==> src/rtl/num_parse_pkg.sv <==
// num_parse_pkg: shared encodings for the ASCII number parser.
// States, format codes, error codes and format-code helpers.
package num_parse_pkg;

  typedef enum logic [1:0] {
    IDLE  = 2'd0,
    ACCUM = 2'd1,
    DONE  = 2'd2,
    ERR   = 2'd3
  } state_e;

  localparam logic [7:0] FC_BIN = 8'h42;
  localparam logic [7:0] FC_DEC = 8'h44;
  localparam logic [7:0] FC_HEX = 8'h48;

  localparam logic [1:0] ERR_NONE  = 2'd0;
  localparam logic [1:0] ERR_DIGIT = 2'd1;
  localparam logic [1:0] ERR_OVF   = 2'd2;
  localparam logic [1:0] ERR_LEN   = 2'd3;

  function automatic logic fc_supported(
    input logic [7:0] f
  );
    return (f == FC_BIN) || (f == FC_DEC) ||
           (f == FC_HEX) || (f == 8'h00) ||
           ((f >= 8'h30) && (f <= 8'h39));
  endfunction

  function automatic logic [4:0] fc_base(
    input logic [7:0] f
  );
    logic [4:0] b;
    b = 5'd10;
    if (f == FC_BIN) b = 5'd2;
    if (f == FC_HEX) b = 5'd16;
    return b;
  endfunction

endpackage

==> src/rtl/num_parse_ctrl_char2num.sv <==
// char2num: ASCII digit to 4-bit value.
// Letters A-F map only under the hex format code.
module char2num
  import num_parse_pkg::*;
(
  input  logic [7:0] char_in,
  input  logic [7:0] fc,
  output logic [3:0] num
);

  always_comb begin
    num = 4'd0;
    if ((char_in >= 8'h30) && (char_in <= 8'h39))
      num = char_in[3:0];
    else if ((fc == FC_HEX) &&
             (char_in >= 8'h41) && (char_in <= 8'h46))
      num = char_in[3:0] + 4'd9;
  end

endmodule

==> src/rtl/num_parse_ctrl.sv <==
// num_parse_ctrl: sequences char2num over a serial digit stream
// and accumulates acc = acc*base + digit into one binary result.
module num_parse_ctrl
  import num_parse_pkg::*;
#(
  parameter int         W          = 32,
  parameter logic [7:0] TERM_CHAR  = 8'h0D,
  parameter logic [7:0] ALT_TERM   = 8'h20,
  parameter int         MAX_DIGITS = 32
) (
  input  logic         clk,
  input  logic         rst,
  input  logic         start,
  input  logic [7:0]   fc,
  input  logic         char_valid,
  input  logic [7:0]   char_in,
  output logic         char_ready,
  output logic         busy,
  output logic [W-1:0] num_out,
  output logic         done,
  output logic         err,
  output logic [1:0]   err_code
);

  localparam int XW = W + 5;
  localparam int CW = $clog2(MAX_DIGITS + 1);

  state_e         state_q, state_d;
  logic [W-1:0]   acc_q, acc_d;
  logic [W-1:0]   num_q, num_d;
  logic [1:0]     ec_q, ec_d;
  logic [7:0]     fc_q, fc_d;
  logic [CW-1:0]  cnt_q, cnt_d;

  logic [3:0]     dval;
  logic [4:0]     base;
  logic [XW-1:0]  prod;
  logic           xfer, is_term, is_dec, is_uhex, legal, ovf;

  char2num u_c2n (
    .char_in (char_in),
    .fc      (fc_q),
    .num     (dval)
  );

  assign char_ready = (state_q == ACCUM);
  assign busy       = (state_q != IDLE);
  assign done       = (state_q == DONE);
  assign err        = (state_q == ERR);
  assign num_out    = num_q;
  assign err_code   = ec_q;

  assign xfer    = char_valid & char_ready;
  assign is_term = (char_in == TERM_CHAR) ||
                   (char_in == ALT_TERM);
  assign is_dec  = (char_in >= 8'h30) && (char_in <= 8'h39);
  assign is_uhex = (char_in >= 8'h41) && (char_in <= 8'h46);
  assign base    = fc_base(fc_q);
  assign prod    = XW'(acc_q) * XW'(base) + XW'(dval);
  assign ovf     = |prod[XW-1:W];

  always_comb begin
    legal = is_dec;
    if (base == 5'd2)
      legal = (char_in == 8'h30) || (char_in == 8'h31);
    else if (base == 5'd16)
      legal = is_dec | is_uhex;
  end

  always_comb begin
    state_d = state_q;
    acc_d   = acc_q;
    num_d   = num_q;
    ec_d    = ec_q;
    fc_d    = fc_q;
    cnt_d   = cnt_q;
    unique case (state_q)
      IDLE: begin
        if (start) begin
          fc_d  = fc;
          acc_d = '0;
          cnt_d = '0;
          num_d = '0;
          ec_d  = ERR_NONE;
          if (fc_supported(fc)) begin
            state_d = ACCUM;
          end else begin
            ec_d    = ERR_DIGIT;
            state_d = ERR;
          end
        end
      end
      ACCUM: begin
        if (xfer) begin
          if (is_term) begin
            if (cnt_q == '0) begin
              ec_d    = ERR_LEN;
              state_d = ERR;
            end else begin
              num_d   = acc_q;
              state_d = DONE;
            end
          end else if (legal) begin
            // Overflow wins over length when both apply.
            if (ovf) begin
              ec_d    = ERR_OVF;
              state_d = ERR;
            end else if (cnt_q == CW'(MAX_DIGITS)) begin
              ec_d    = ERR_LEN;
              state_d = ERR;
            end else begin
              acc_d = prod[W-1:0];
              cnt_d = cnt_q + 1'b1;
            end
          end else begin
            ec_d    = ERR_DIGIT;
            state_d = ERR;
          end
        end
      end
      DONE: state_d = IDLE;
      ERR: begin
        num_d   = '0;
        state_d = IDLE;
      end
      default: state_d = IDLE;
    endcase
  end

  always_ff @(posedge clk or posedge rst) begin
    if (rst) begin
      state_q <= IDLE;
      acc_q   <= '0;
      num_q   <= '0;
      ec_q    <= ERR_NONE;
      fc_q    <= '0;
      cnt_q   <= '0;
    end else begin
      state_q <= state_d;
      acc_q   <= acc_d;
      num_q   <= num_d;
      ec_q    <= ec_d;
      fc_q    <= fc_d;
      cnt_q   <= cnt_d;
    end
  end

endmodule

==> config.mk <==
export PLATFORM = sky130hd
export DESIGN_NAME = num_parse_ctrl
export DESIGN_NICKNAME = d
export VERILOG_FILES = /design/src/rtl/num_parse_pkg.sv /design/src/rtl/num_parse_ctrl_char2num.sv /design/src/rtl/num_parse_ctrl.sv
export SDC_FILE = /design/constraint.sdc
export NUM_CORES = 1
export LEC_CHECK = 0
export CORE_UTILIZATION = 60
export CTS_BUF_LIST = sky130_fd_sc_hd__clkbuf_16
export DETAILED_ROUTE_END_ITERATION = 8
export PLACE_DENSITY = 0.78
export SYNTH_ARGS = -nofsm -noshare
export SYNTH_HDL_FRONTEND = slang
export SYNTH_SLANG_ARGS = --single-unit
==> constraint.sdc <==
create_clock -name clk -period 7.4 [get_ports clk]
set_clock_uncertainty 0.1 [all_clocks]
set_input_delay 1.48 -clock clk [delete_from_list [all_inputs] [get_ports clk]]
set_output_delay 1.48 -clock clk [all_outputs]
set_load 0.02 [all_outputs]
; Word level (Yosys, flattened, before mapping)
; Index checks and enable logic that the tools add are counted.
; W data, S select, Z words.
[word_totals]
reg_bits = 82
inputBits = 20
out_inout_bits = 38
elab_cells = 108
[classes]
n_addsub = 3
mul = 1
order_cmp = 6
eq_ne = 25
muxes = 41
bitwise = 2
reduce_logical = 24
[op_table]
columns = op, count
row1 = $mux W32, 9
row2 = $pmux W32 S3, 1
row3 = $pmux W32 S2, 1
row4 = $eq A8 B7 Y1 const B, 5
row5 = $add A37 B4 Y37, 1
row6 = $mul A32 B5 Y37, 1
row7 = $mux W6, 6
row8 = $mux W2, 13
row9 = $eq A8 B6 Y1 const B, 3
row10 = $ge A8 B6 Y1 const B, 2
row11 = $le A8 B6 Y1 const B, 2
row12 = $mux W4, 3
row13 = $pmux W6 S2, 1
row14 = $ne A2 B2 Y1 const B, 5
row15 = $reduce_and A5 Y1, 2
row16 = $eq A8 B4 Y1 const B, 1
row17 = $ge A8 B7 Y1 const B, 1
row18 = $le A8 B7 Y1 const B, 1
row19 = $logic_not A8 Y1, 1
row20 = $reduce_and A7 Y1, 1
row21 = $add A6 B1 Y6 const B, 1
row22 = $eq A6 B6 Y1 const B, 1
row23 = $logic_not A6 Y1, 1
row24 = $logic_or A1 B1 Y1, 6
row25 = other kinds (22), 33

; Logic depth before layout (Yosys ltp)
[depth]
ltp_word = 12
mapped_depth = 25
mapped_depth_nobuf = 23

; Hierarchy
; Synthesis repeated with hierarchy kept, for this count alone.
[hier_totals]
hier_cells = 912
area_unflattened_um2 = 7973.9
[modules_own_cells]
columns = mod, n_inst, cells_each, area_each_um2, seq_area_each_um2
row1 = num_parse_ctrl, 1, 885, 7749.9, 2052.0
row2 = char2num, 1, 27, 224.0, 0.0

; Least setup slack after synthesis
; OpenSTA, ideal clock, no wires.
[synth_timing]
kind = input -> register
startpoint = input port char_in[1]
endpoint = register acc_q[0]
setup_time_ns = 0.125
arrival_time_ns = 6.219
required_time_ns = 7.175
slack_ns = 0.956
stages = 21
path_buffers = 1
cell_sequence = inv_1 ha_1 or3b_2 nand4_1 nor2_1 nor2_1 nor2_1 ha_1 ha_1 fa_1 inv_1 fa_1 nand2b_1 a21oi_1 o21ai_0 o31ai_2 a31oi_1 a221o_1 o31ai_4 buf_4 mux2_2
[synth_between]
elab_chain_len = 12
elab_cells_between_ends = 32
classes_between = 2 x add/sub / 4 x order compare / 7 x eq/ne / 10 x mux / 1 x bitwise / 8 x reduce/logical
[synth_rtl]
columns = item, line
row1 = "start, declared", num_parse_ctrl.sv:16  ; input logic [7:0] char_in,
row2 = $ge A8 B7 Y1, "num_parse_ctrl_char2num.sv:16, num_parse_ctrl.sv:57"
row3 = $logic_and A1 B1 Y1, num_parse_ctrl_char2num.sv:15  ; else if ((fc == FC_HEX) &&
row4 = $logic_and A1 B1 Y1, num_parse_ctrl_char2num.sv:16  ; (char_in >= 8'h41) && (char_in <= 8'h46))
row5 = $mux W4, num_parse_ctrl_char2num.sv:15
row6 = $mux W4, num_parse_ctrl_char2num.sv:13  ; if ((char_in >= 8'h30) && (char_in <= 8'h39))
row7 = $add A37 B4 Y37, num_parse_ctrl.sv:59  ; assign prod = XW'(acc_q) * XW'(base) + XW'(dval);
row8 = $mux W32, num_parse_ctrl.sv:108  ; end else if (cnt_q == CW'(MAX_DIGITS)) begin
row9 = $mux W32, num_parse_ctrl.sv:105  ; if (ovf) begin
row10 = $mux W32, num_parse_ctrl.sv:103  ; end else if (legal) begin
row11 = $mux W32, num_parse_ctrl.sv:95  ; if (is_term) begin
row12 = $mux W32, num_parse_ctrl.sv:94  ; if (xfer) begin
row13 = $pmux W32 S2, num_parse_ctrl.sv:77  ; unique case (state_q)
row14 = "end signal, assigned", num_parse_ctrl.sv:133  ; acc_q <= '0;
row15 = "end signal, assigned", num_parse_ctrl.sv:140  ; acc_q <= acc_d;
row16 = "end, declared", num_parse_ctrl.sv:29  ; logic [W-1:0] acc_q, acc_d;
; Several ways; a longest one is shown, not always the timed one. The select of a mux whose other input is x is not followed.
; A chain may end at the register's enable or synchronous reset.

; Final worst setup path
[layout_timing]
startpoint = input port char_in[1]
endpoint = register acc_q[15]
; Same word-level chain as after synthesis.

==> flow_summary.yaml <==
clock_tree:
  cts_buffer_depth: 2
  root_buffer: "clkbuf_16"
  tritoncts: "done"
  h-tree-depth: 3
  clk_pin_slew_ns: 0.06
  clock_sinks: 82
  cts_buffers: 9
  clock_latency_ns: 0.35
global_route:
  grt_max_degree: 83
  antenna_found_initial: 0
  grt_pass1_wl_microns: 31500
  grt_remaining_overflow: 0
  grt_pass1_vias: 6603
  gr-usage-all-layers_pct: 27.9
finish:
  drive_gt1_share_pct: 4.89
  finalNonFillerCells: 1214
  design_area_sq_um: 9040
  n_antenna_cell: 0
  nFillCells: 1058
  area_growth_pct: 12.7
  num-nets-final: 1198
floorplanning:
  die_y_microns: 118
  coreArea_sq_um: 12800
  die_area_sq_um: 13800
  core.rowCount: 41
  initial_core_util_pct: 62.6
  ios: 58
  fp.dieW_microns: 118
placed_design:
  routabilityCongestion: 0.863
  dp.cells: 1197
  post_dp_cell_area_sq_um: 8730
  hpwl_microns: 13400
  numPortBuffers: 57
  pre_cts_ws_ns: -0.00916
routing:
  dr.pass1.iters: 5
  wl_per_cell_microns: 15.3
  drc: 0
  via_per_inst: 5.61
  ant_nets: 0
  drt_iter0_markers: 399
  finalWirelength_microns: 18600
  num_vias: 6812
synthesis:
  synthTopCellsByArea: "dfrtp_1, ha_1, fa_1"
  synth_area_leader_cell: "dfrtp_1"
  synthesis.nets: 1160
  synth_most_common_cell: "inv_1"
  synth_area_sq_um: 8030
  synthDominantCellAreaShare_pct: 25.6
  synth_flop_cell: "dfrtp_1"
  yosys.cell_types.count: 59
  synth_seq_area_share_pct: 25.6
  synth.avg_cell_area_sq_um: 8.03
  yosys-top-cells-count: "inv_1, nand2_1, ha_1, dfrtp_1, o21ai_0"
  synth_edf_count: 0
  async_reset_ff_share_pct: 100
  ys_warn_count: 0
  synth-seq-cells: 82
  syn_inst: 1000
critical_path:
  reg2reg_to: "acc_q[15]"
  endpoint: "acc_q[15]"
  worst_r2r_path_depth: 22
  cp_data_required_time_ns: 7.52
  path_class: "in2reg"
  cp-startpoint: "char_in[1]"
  start_kind: "input pin"
  critPathMaxFanout: 29
  r2r_start: "fc_q[7]"
  cp-end-kind: "flop"
  cp_data_arrival_time_ns: 7.14
  reg2reg_setup_slack_ns: 0.92
timing:
  post-route-period-util_pct: 94.8
  setup_slack_ns: 0.386
  whs_ns: 0.372
  fin_crit_ns: 7.01
  maxClockFrequency_mhz: 143
  setup_viol: 0
  slew_violations: 0
  slew_headroom_pct: 29.1
  worstMarginPinSlew_ns: 1.06
  hold_viol: 0
power:
  peakVddDrop_mv: 0.137
  power_density_nw_per_um2: 192
  p_leak_nw: 4.62
job:
  maxCapViolCount: 0
min_path:
  hold_path_class: "reg2reg"
status:
  outcome: "finished, final reports clean"
## sequential cells by signal, indices dropped and copies added, names as in the netlist
register,cells
acc_q,32
cnt_q,6
err_code,2
fc_q,8
num_out,32
state_q,2
## how the worst min path moves through the flow
stage,endpoint,slack (ns),cells after the start,from
2_1_floorplan,fc_q[7],0.34,2,fc_q[7]
3_3_place_gp,fc_q[4],0.36,2,fc_q[4]
3_5_place_dp,fc_q[4],0.36,2,fc_q[4]
4_1_cts,num_out[29],0.38,2,num_out[29]
5_1_grt,num_out[29],0.39,2,num_out[29]
6_report,num_out[29],0.37,2,num_out[29]
## repair_timing
item	4_1_cts	5_1_grt
hold buffers	0	0
setup endpoints to repair	0	9
buffers inserted	0	1
resized for setup	0	1
## critical path, cell delays in order
cell and delay (ns):
clkdlybuf4s50_1 0.53, inv_1 0.10, ha_1 0.22, or3b_2 0.45, nand4_1 0.14, nor2_1 0.08
nor2_1 0.15, nor2_1 0.07, ha_1 0.28, ha_1 0.22, fa_1 0.53, inv_1 0.07
fa_1 0.42, nand2b_1 0.18, a21oi_1 0.17, o21ai_1 0.15, o41ai_1 0.40, nor2_1 0.09
xnor2_1 0.13, a221o_1 0.35, o31ai_4 0.28, buf_12 0.24, mux2_2 0.36
## through the flow
stage	util [%]	setup TNS (ns)	total power (W)
after CTS	70.3	0	0.00172
after global placement	68.0	0	0.00126
after detailed placement	68.0	-0.0377	0.00127
after global routing	70.5	-0.0130	0.00185
final	70.5	0	0.00174
after floorplan	-	0	0.00105
## placed cells by master, fill, tap and decap left out, types with 6 or more instances in the layout
| master | Yosys | final |
|---|---|---|
| nor3_1 | 8 | 7 |
| o21ai_1 | 8 | 10 |
| o211ai_1 | 10 | 10 |
| xor2_1 | 8 | 8 |
| a21oi_1 | 43 | 42 |
| ha_1 | 109 | 109 |
| inv_1 | 161 | 161 |
| o21ai_0 | 61 | 59 |
| buf_4 | 2 | 11 |
| nand4_1 | 8 | 8 |
| and3_1 | 18 | 18 |
| clkbuf_16 | 0 | 10 |
| mux2i_1 | 6 | 6 |
| nor2_1 | 59 | 59 |
| nor4_1 | 7 | 7 |
| nand3_1 | 38 | 38 |
| nand2_1 | 144 | 144 |
| a21o_1 | 9 | 9 |
| o31ai_1 | 13 | 13 |
| a31oi_1 | 9 | 9 |
| fa_1 | 31 | 31 |
| dfrtp_1 | 82 | 82 |
| mux2_2 | 10 | 10 |
| clkdlybuf4s50_1 | 0 | 57 |
| and2_1 | 37 | 37 |
| xnor2_1 | 21 | 21 |
## cells by family after synthesis
family                     Yosys count  synth area share, %
DFF                                 82                 25.6
muxes                               16                 2.15
xor gates and xnor gates            29                 3.16
AOI/OAI and AO/OA                  188                 14.7
and+or+nand+nor                    340                 19.7
buffers and inverters              205                 10.1
adders and majority gates          140                 24.7
## power breakdown
group / leakage (nW) / total [W] / switching [W] / internal (W)
clock network: 0.142 / 0.000446 / 0.000188 / 0.000258
registers: 1.12 / 0.000554 / 0.0000481 / 0.000506
logic: 3.35 / 0.000739 / 0.000494 / 0.000245
## final cells by class
type	instances	area (sq um)	share of cell area, %
sequential	82	2050	22.7
inverter	162	609	6.74
timing repair buffer	70	698	7.72
tap	172	215	2.38
clock inverter	6	58.8	0.650
multi-input combinational	713	5180	57.3
clock buffer	9	225	2.49
## per-layer routing
layer	global-route usage [%]	part of all wire [%]	wire [microns]
met2	45.3	46	8590
met5	0	0	0
met1	37.8	47	8700
met4	9.38	2.4	451
met3	4.55	4.4	821
Power figures use the tool's default switching activity.
